==> src/rtl/tpu_pkg.sv <==
// Shared types and the requantization arithmetic used by the systolic array writeback paths.
package tpu_pkg;

   localparam int ACC_W_DEF = 32;
   localparam int OUT_W_DEF = 16;
   localparam int WIDE      = 64;

   typedef logic signed [ACC_W_DEF-1:0] acc_t;
   typedef logic signed [OUT_W_DEF-1:0] out_t;
   typedef logic signed [WIDE-1:0]      wide_t;

   typedef enum logic [1:0] {
      IDLE,
      LOAD,
      STREAM
   } drain_state_e;

   typedef struct packed {
      logic  sat;
      wide_t value;
   } requant_t;

   // Index width for a counter over n items, never narrower than one bit.
   function automatic int idx_w(input int n);
      return (n > 1) ? $clog2(n) : 1;
   endfunction

   // Round-half-up, arithmetic shift right, saturate to out_w signed bits.
   // The accumulator arrives sign-extended to 64 bits, so adding the rounding
   // constant cannot overflow for any accumulator up to 62 bits wide.
   function automatic requant_t sat_round_shift(input wide_t acc, input logic [7:0] shift,
                                                input int out_w);
      wide_t    rnd;
      wide_t    sum;
      wide_t    hi;
      wide_t    lo;
      requant_t r;
      rnd = (shift == 8'd0) ? '0 : (wide_t'(1) <<< (shift - 8'd1));
      sum = (acc + rnd) >>> shift;
      hi  = (wide_t'(1) <<< (out_w - 1)) - wide_t'(1);
      lo  = -(wide_t'(1) <<< (out_w - 1));
      r.sat = 1'b0;
      r.value = sum;
      if (sum > hi) begin
         r.sat   = 1'b1;
         r.value = hi;
      end else if (sum < lo) begin
         r.sat   = 1'b1;
         r.value = lo;
      end
      return r;
   endfunction

endpackage

==> src/rtl/systolic_result_drain_requant.sv <==
// Combinational round/shift/saturate of one accumulator to the output width.
module requant_unit
   import tpu_pkg::*;
#(
   parameter int ACC_WIDTH = 32,
   parameter int OUT_WIDTH = 16,
   parameter int SHIFT_W   = $clog2(ACC_WIDTH)
) (
   input  logic [ACC_WIDTH-1:0] acc,
   input  logic [SHIFT_W-1:0]   shift,
   output logic [OUT_WIDTH-1:0] data,
   output logic                 sat
);

   requant_t res;

   // NOTE: every output of a combinational block is assigned on every path,
   // otherwise synthesis infers a latch to hold the missing case.
   always_comb begin
      res  = sat_round_shift(wide_t'($signed(acc)), 8'(shift), OUT_WIDTH);
      data = res.value[OUT_WIDTH-1:0];
      sat  = res.sat;
   end

`ifndef SYNTHESIS
   // After clamping, the wide result must be exactly the sign extension of data.
   always_comb assert (res.value == wide_t'($signed(data)));
`endif

endmodule

==> src/rtl/systolic_result_drain.sv <==
// Snapshots all PE accumulators on capture and streams requantized elements row-major over valid/ready.
module systolic_result_drain
   import tpu_pkg::*;
#(
   parameter int ROWS      = 4,
   parameter int COLS      = 4,
   parameter int ACC_WIDTH = 32,
   parameter int OUT_WIDTH = 16,
   parameter int SHIFT_W   = $clog2(ACC_WIDTH)
) (
   input  logic                           clk,
   input  logic                           rst_n,
   input  logic                           capture,
   input  logic [SHIFT_W-1:0]             shift,
   input  logic [ROWS*COLS*ACC_WIDTH-1:0] results_in,
   output logic                           capture_ack,
   output logic                           capture_drop,
   output logic                           busy,
   output logic                           m_valid,
   input  logic                           m_ready,
   output logic [OUT_WIDTH-1:0]           m_data,
   output logic [idx_w(ROWS)-1:0]         m_row,
   output logic [idx_w(COLS)-1:0]         m_col,
   output logic                           m_sat,
   output logic                           m_last
);

   localparam int N  = ROWS * COLS;
   localparam int RW = idx_w(ROWS);
   localparam int CW = idx_w(COLS);
   localparam int IW = idx_w(N);

   drain_state_e         state;
   logic [ACC_WIDTH-1:0] snap [N];
   logic [SHIFT_W-1:0]   shift_q;

   logic [RW-1:0]        sel_row;
   logic [CW-1:0]        sel_col;
   logic [IW-1:0]        sel_idx;
   logic                 sel_last;
   logic                 load_out;
   logic [OUT_WIDTH-1:0] rq_data;
   logic                 rq_sat;

   // Element to place in the output stage: (0,0) in LOAD, the successor of the
   // element currently on the bus while streaming.
   always_comb begin
      sel_row = '0;
      sel_col = '0;
      if (state == STREAM) begin
         if (m_col == CW'(COLS - 1)) begin
            sel_row = m_row + 1'b1;
         end else begin
            sel_row = m_row;
            sel_col = m_col + 1'b1;
         end
      end
      sel_idx  = IW'(int'(sel_row) * COLS + int'(sel_col));
      sel_last = (sel_row == RW'(ROWS - 1)) && (sel_col == CW'(COLS - 1));
      load_out = (state == LOAD) || ((state == STREAM) && m_valid && m_ready && !m_last);
   end

   requant_unit #(
      .ACC_WIDTH (ACC_WIDTH),
      .OUT_WIDTH (OUT_WIDTH),
      .SHIFT_W   (SHIFT_W)
   ) u_requant (
      .acc   (snap[sel_idx]),
      .shift (shift_q),
      .data  (rq_data),
      .sat   (rq_sat)
   );

   // NOTE: state registers use non-blocking assignments so every flop samples
   // the pre-edge values of the others, independent of statement order.
   always_ff @(posedge clk or negedge rst_n) begin
      if (!rst_n) begin
         state        <= IDLE;
         shift_q      <= '0;
         capture_ack  <= 1'b0;
         capture_drop <= 1'b0;
         busy         <= 1'b0;
         m_valid      <= 1'b0;
         m_data       <= '0;
         m_row        <= '0;
         m_col        <= '0;
         m_sat        <= 1'b0;
         m_last       <= 1'b0;
         // NOTE: the snapshot is a small flop array, not a RAM, so it can and
         // does take the async reset; a RAM-mapped store would have to skip it.
         for (int i = 0; i < N; i++) snap[i] <= '0;
      end else begin
         capture_ack  <= 1'b0;
         capture_drop <= capture && (state != IDLE);

         case (state)
            IDLE: begin
               if (capture) begin
                  for (int i = 0; i < N; i++) snap[i] <= results_in[i*ACC_WIDTH +: ACC_WIDTH];
                  shift_q     <= shift;
                  capture_ack <= 1'b1;
                  busy        <= 1'b1;
                  state       <= LOAD;
               end
            end
            LOAD: begin
               m_valid <= 1'b1;
               state   <= STREAM;
            end
            STREAM: begin
               if (m_valid && m_ready && m_last) begin
                  m_valid <= 1'b0;
                  busy    <= 1'b0;
                  state   <= IDLE;
               end
            end
            default: state <= IDLE;
         endcase

         if (load_out) begin
            m_data <= rq_data;
            m_sat  <= rq_sat;
            m_row  <= sel_row;
            m_col  <= sel_col;
            m_last <= sel_last;
         end
      end
   end

`ifndef SYNTHESIS
   int xfer_cnt;

   always_ff @(posedge clk or negedge rst_n) begin
      if (!rst_n)                xfer_cnt <= 0;
      else if (state == LOAD)    xfer_cnt <= 0;
      else if (m_valid && m_ready) xfer_cnt <= xfer_cnt + 1;
   end

   a_stable: assert property (@(posedge clk) disable iff (!rst_n)
      (m_valid && !m_ready) |=> (m_valid && $stable(m_data) && $stable(m_row) &&
                                 $stable(m_col) && $stable(m_sat) && $stable(m_last)));

   a_last_pos: assert property (@(posedge clk) disable iff (!rst_n)
      (m_valid && m_last) |-> (m_row == RW'(ROWS - 1)) && (m_col == CW'(COLS - 1)));

   a_ack_drop: assert property (@(posedge clk) disable iff (!rst_n)
      !(capture_ack && capture_drop));

   a_count_last: assert property (@(posedge clk) disable iff (!rst_n)
      (m_valid && m_ready && m_last) |-> (xfer_cnt == N - 1));

   a_count_max: assert property (@(posedge clk) disable iff (!rst_n)
      (m_valid && m_ready) |-> (xfer_cnt < N));
`endif

endmodule

==> config.mk <==
export PLATFORM = sky130hd
export DESIGN_NAME = systolic_result_drain
export DESIGN_NICKNAME = d
export VERILOG_FILES = /design/src/rtl/tpu_pkg.sv /design/src/rtl/systolic_result_drain_requant.sv /design/src/rtl/systolic_result_drain.sv
export SDC_FILE = /design/constraint.sdc
export NUM_CORES = 1
export LEC_CHECK = 0
export CAP_MARGIN = 20
export CELL_PAD_IN_SITES_DETAIL_PLACEMENT = 1
export CELL_PAD_IN_SITES_GLOBAL_PLACEMENT = 1
export CORE_MARGIN = 5
export CORE_UTILIZATION = 40
export CTS_CLUSTER_DIAMETER = 120
export DETAILED_ROUTE_END_ITERATION = 16
export GPL_TIMING_DRIVEN = 0
export PLACE_DENSITY = 0.73
export SLEW_MARGIN = 0
export SYNTH_ARGS = -nofsm -noshare
export SYNTH_HDL_FRONTEND = slang
export SYNTH_SLANG_ARGS = --single-unit
==> constraint.sdc <==
create_clock -name clk -period 9.35 [get_ports clk]
set_input_delay 0.935 -clock clk [delete_from_list [all_inputs] [get_ports clk]]
set_output_delay 0.935 -clock clk [all_outputs]
set_load 0.005 [all_outputs]
Word level (Yosys, flattened, before mapping)
Cells that the tools add are included.
{"block": "classes", "shift": 2, "order_cmp": 3, "multipliers": 0, "reduce_logical": 18, "n_addsub": 5, "n_mux": 19, "bitwise": 1, "eq_ne": 7, "div_mod_pow": 0}
{"cell": "65-bit 2-to-1 mux", "n": 2}
{"cell": "32-bit binary-select mux with 4-bit select", "n": 1}
{"cell": "32-bit by 64-bit adder with 64-bit output", "n": 1}
{"cell": "64-bit by 16-bit > comparator with 1-bit output (second input constant)", "n": 1}
{"cell": "64-bit by 16-bit < comparator with 1-bit output (second input constant)", "n": 1}
{"cell": "32-bit 2-to-1 mux", "n": 2}
{"cell": "64-bit 2-to-1 mux", "n": 1}
{"cell": "1-bit by 8-bit <<< shifter with 64-bit output (first input constant)", "n": 1}
{"cell": "64-bit by 5-bit >>> shifter with 64-bit output", "n": 1}
{"cell": "2-bit 2-to-1 mux", "n": 6}
{"cell": "2-bit == test (second input constant)", "n": 4}
{"cell": "1-bit logical AND", "n": 7}
{"cell": "2-bit one-hot mux with 3 select lines", "n": 1}
{"cell": "2-bit AND reduction", "n": 3}
{"cell": "2-bit nonzero test", "n": 3}
{"cell": "5-bit by 1-bit subtractor with 6-bit output (second input constant)", "n": 1}
{"cell": "5-bit >= comparator (second input constant)", "n": 1}
{"cell": "5-bit logical NOT", "n": 1}
{"cell": "4-bit inverter with 5-bit output", "n": 1}
{"cell": "2-bit by 1-bit adder with 2-bit output (second input constant)", "n": 2}
{"cell": "4-bit by 2-bit adder with 4-bit output", "n": 1}
{"cell": "1-bit 2-to-1 mux", "n": 4}
{"cell": "1-bit one-hot mux with 2 select lines", "n": 2}
{"cell": "3-bit AND reduction", "n": 1}
{"cell": "6 further kinds", "n": 6}
{"block": "word_totals", "mem_count": 0, "mem_bits_ro": 0, "inputBits": 521, "reg_bits": 545, "ram_bits": 0, "wordCells": 82, "latchBits": 0, "out_inout_bits": 26}

Depth between registers and ports, before layout
{"block": "logic_depth", "word_depth": 13, "depth_mapped": 33, "mapped_depth_nobuf": 25}

Modules after synthesis
From an unflattened synthesis, not the netlist that was laid out.
{"block": "hier_totals", "hier_cells": 3769, "hier_area_um2": 36352.4}
{"module": "systolic_result_drain", "cells_per_inst": 1909, "seq_area_each_um2": 13638.1, "area_each_um2": 24709.9, "n_inst": 1}
{"module": "requant_unit", "cells_per_inst": 1860, "seq_area_each_um2": 0.0, "area_each_um2": 11642.4, "n_inst": 1}

Least setup slack after synthesis
No wires, ideal clock.
{"block": "synth_timing", "kind": "register -> register", "startpoint": "register shift_q[0]", "endpoint": "register m_data[0]", "path_stages_with_launch": 28, "setup_slack_ns": 1.395, "synth_period_minus_slack_ns": 7.955, "required_time_ns": 9.221, "arrival_ns": 7.826, "path_buffers": 7, "setup_ns": 0.129, "path_cell_list": "dfrtp_1 inv_1 clkbuf_1 buf_1 clkbuf_1 buf_1 clkbuf_1 buf_1 ha_1 or3_1 nor2_1 ha_1 buf_2 a21oi_2 nor2_1 or3_1 or4_4 and3_4 o41ai_2 a21oi_1 a221o_1 or3_1 mux4_2 a2111o_1 nor4_2 nand4_2 nor2_4 a211oi_2"}
{"block": "synth_between", "elab_chain_cells": 8, "elab_cells_between_ends": 10, "cone_classes": "2 x add/sub; 2 x order compare; 2 x shift; 3 x mux; 1 x reduce/logical"}
{"item": "from (decl)", "line": "systolic_result_drain.sv:35", "text": "logic [SHIFT_W-1:0] shift_q;"}
{"item": "from (signal assigned)", "line": "systolic_result_drain.sv:100", "text": "shift_q <= shift;"}
{"item": "5-bit by 1-bit subtractor with 6-bit output", "line": "tpu_pkg.sv:38", "text": "rnd = (shift == 8'd0) ? '0 : (wide_t'(1) <<< (shift - 8'd1));"}
{"item": "1-bit by 8-bit <<< shifter with 64-bit output", "line": "tpu_pkg.sv:38"}
{"item": "64-bit 2-to-1 mux", "line": "tpu_pkg.sv:38"}
{"item": "32-bit by 64-bit adder with 64-bit output", "line": "tpu_pkg.sv:39", "text": "sum = (acc + rnd) >>> shift;"}
{"item": "64-bit by 5-bit >>> shifter with 64-bit output *", "line": "tpu_pkg.sv:39"}
{"item": "64-bit by 16-bit < comparator with 1-bit output", "line": "tpu_pkg.sv:47", "text": "end else if (sum < lo) begin"}
{"item": "65-bit 2-to-1 mux", "line": "tpu_pkg.sv:47"}
{"item": "65-bit 2-to-1 mux *", "line": "tpu_pkg.sv:44", "text": "if (sum > hi) begin"}
{"item": "to (signal assigned)", "line": "systolic_result_drain.sv:121", "text": "m_data <= rq_data;"}
{"item": "to (decl)", "line": "systolic_result_drain.sv:21", "text": "output logic [OUT_WIDTH-1:0] m_data,"}
Every way passes the cells marked *; elsewhere a longest branch is shown, timed or not.
A chain may end at the register's enable or synchronous reset.

Worst setup path after layout
{"block": "layout_timing", "startpoint": "register shift_q[0]", "endpoint": "register m_data[13]"}
The elaborated chain is that of the path after synthesis.

==> impl_metrics.csv <==
group,metric,value,unit
setup_path,start_kind,"flop",
clock_network,cts_sinks,545,
clock_network,cts_root_buf,"clkbuf_16",
grt,grt_max_degree,115,
logic_synthesis,synth_edf_count,0,
setup_path,rr_worst_depth,29,
clock_network,clockBufferDepth,3,
clock_network,cts_buffers,55,
setup_path,rrSetupSlack,0.08,ns
setup_path,crit_start,"shift_q[0]",
run,max_cap_viol_count,0,
floorplan,die_area,0.09715,mm2
cells_and_area,stdcell_count,5534,
logic_synthesis,synth_top_area_share,37.46,%
setup_path,rr_endpoint,"m_data[13]",
hold_path,hold_path_class,"input port to asynchronous set/reset pin",
logic_synthesis,synth.distinct_cells,107,
setup_path,r2r-start,"shift_q[0]",
logic_synthesis,yosysWarnings,0,
place,dp.cells,5359,
drt,vias,35750,
drt,wl_per_cell,33.58,um
cells_and_area,n_fill_cell,9953,
cells_and_area,area_growth_syn_to_layout,27.17,%
logic_synthesis,async_reset_ff_share,100.0,%
setup_path,end_kind,"flop",
logic_synthesis,synth_compound_area_share,17.63,%
logic_synthesis,ys_seq_elements,545,
drt,via_per_inst,6.461,
timing,rsz0062_at_grt,"yes",
grt,antenna_found_initial,85,
clock_network,cts_tree,"yes",
drt,drt_iter0_drc,3117,
floorplan,rows,110,
setup_path,crit_path_max_incr_delay,0.49,ns
logic_synthesis,synth_mux_area_share,24.90,%
logic_synthesis,synth_area_leaders,"dfrtp_1 37%, mux2_2 17%, mux4_2 6.1%, nand2_1 3.8%, a21oi_1 2.8%",
logic_synthesis,synth_top_family_by_area,"multiplexers",
place,place_hpwl,146600,um
floorplan,core_area,0.09015,mm2
timing,final.min_clock_period,9.268,ns
timing,tightest_slew,1.313,ns
grt,grt_pass1_vias,37500,
setup_path,path_class,"flop to flop",
timing,hold_viol,0,
floorplan,start_util,40.39,%
drt,dr.pass1.iters,5,
logic_synthesis,synth_fa_ha_area_share,2.289,%
grt,grt_pass1_wl,263900,um
clock_network,h-tree-depth,2,
timing,max-slew-margin-rel,12.17,%
floorplan,die_h,311.7,um
setup_path,arrival,9.74,ns
logic_synthesis,ys.flop_type,"dfrtp_1",
cells_and_area,post-route-util,51.36,%
clock_network,insertion_delay,0.63,ns
place,gp_congestion,0.9920,
setup_path,crit_required,9.82,ns
setup_path,crit_fanout,10,
clock_network,path_clk_slew,0.07,ns
cells_and_area,drive_gt1_share,22.29,%
timing,skew,0.02906,ns
drt,totalWireLength,185900,um
logic_synthesis,syn_area_per_cell,10.12,um2
logic_synthesis,synth_simple_gate_area_share,13.67,%
setup_path,path_common_cell,"clkbuf_4",
timing,finalMaxSlewViolations,0,
place,io_buffer_count,546,
floorplan,die_w,311.7,um
setup_path,setup.worst_path.end,"m_data[13]",
timing,fmax,107.9,MHz
timing,fin_crit_sh,99.13,%
drt,drt.antenna.violating_nets,0,
logic_synthesis,synthCells,3597,
drt,drc,0,
timing,setup_viol,0,
status,outcome,"completed",
floorplan,io_pins,547,
logic_synthesis,yosysMostFrequentCell,"dfrtp_1",
logic_synthesis,syn_area,0.03641,mm2
grt,grt_usage,36.33,%
cells_and_area,fin_nets,4837,
grt,grt.overflow.total,0,
logic_synthesis,synth_xor_area_share,0.8420,%
logic_synthesis,synth_commonest_cells,"545 x dfrtp_1, 543 x mux2_2, 369 x nand2_1",
logic_synthesis,yosysTopAreaCell,"dfrtp_1",
logic_synthesis,yosysSeqAreaShare,37.46,%
setup_path,cp_slowest_cell,"o211a_2",
-- stage by stage --
step	setup TNS [ns]	hold WS, ns	cell area, um2	worst slack, ns
floorplan	0	0.4750	36520	1.395
global placement	-9726.74	0.4842	43450	-17.84
detailed placement	-41.78	0.4912	43650	-2.678
CTS	0	0.1672	45850	0.008718
global route	-0.2558	0.1894	46250	-0.04748
finish	0	0.1733	46300	0.08174
-- placed cells by master, fill, tap and decap left out, types with 25 or more instances in the layout --
cell,count
mux2_2,543
a21o_1,37
conb_1,30
nand3_1,84
a31oi_1,38
o211ai_1,52
a221oi_1,38
o21ai_0,116
or3_1,34
mux4_2,98
nor4_1,31
o21a_1,26
buf_2,33
a21oi_1,198
clkbuf_1,182
clkbuf_2,27
nand4_1,54
nor2_1,214
clkbuf_16,56
inv_1,25
dfrtp_1,545
a211oi_1,49
ha_1,65
nand2_1,366
diode_2,65
nor3_1,87
and3_1,41
clkdlybuf4s50_1,545
mux2i_1,70
-- per-layer routing --
layer,global-route usage (%),vias to the layer above,routed length (um)
met5,0,-,356
li1,-,15140,-
met1,41.44,18350,67420
met2,63.32,1678,91040
met3,8.619,537,14380
met4,19.26,50,12660
-- cell families (layout without fill, tap and decap cells) --
family,Yosys count,in the layout
simple gates,1037,1037
buf+inv,296,963
flops,545,545
compound gates,902,902
mux,715,715
fa+ha+maj,66,66
other cells,1,95
xor+xnor,35,35
-- repair_timing --
action                     4_1_cts  5_1_grt
setup endpoints to repair       17       16
hold buffers                     0        0
setup buffers                    5        8
cloned                           0        0
pin swaps                        2        5
resized for setup               79       77
-- worst min-delay path by stage --
stage | from | endpoint | cells after the start
after floorplan | snap[223] | snap[223] | 1
after global placement | snap[40] | snap[40] | 1
after detailed placement | snap[60] | snap[60] | 1
after CTS | rst_n | snap[296] | 1
after global routing | rst_n | snap[296] | 1
final | rst_n | snap[296] | 1
-- sequential cells by signal, summed over array words and instances (netlist names) --
register and flops:
state 2, m_last 1, busy 1, m_data 16, snap 512, capture_drop 1
capture_ack 1, m_row 2, m_col 2, shift_q 5, m_sat 1, m_valid 1
-- worst max-delay path: cells and delay by family (launching register included) --
family,cells,cell delay (ns)
fa+ha+maj,2,0.57
xor+xnor,1,0.33
compound gates,8,2.86
buf+inv,9,2.66
flops,1,0.41
simple gates,9,2.26
-- layout make-up --
cell class	count	area, um2	area share, %
antenna	65	162.7	0.3513
buffer	263	1144	2.470
clock buffer	73	1525	3.294
clock inverter	27	412.9	0.8918
inverter	30	116.4	0.2513
multi-input combinational	2785	22070	47.67
sequential	545	13640	29.46
tap	1176	1471	3.178
timing repair buffer	570	5758	12.44
Power is not shown: default switching activity piles up to over one toggle a cycle in this logic, so the estimate is an artifact.
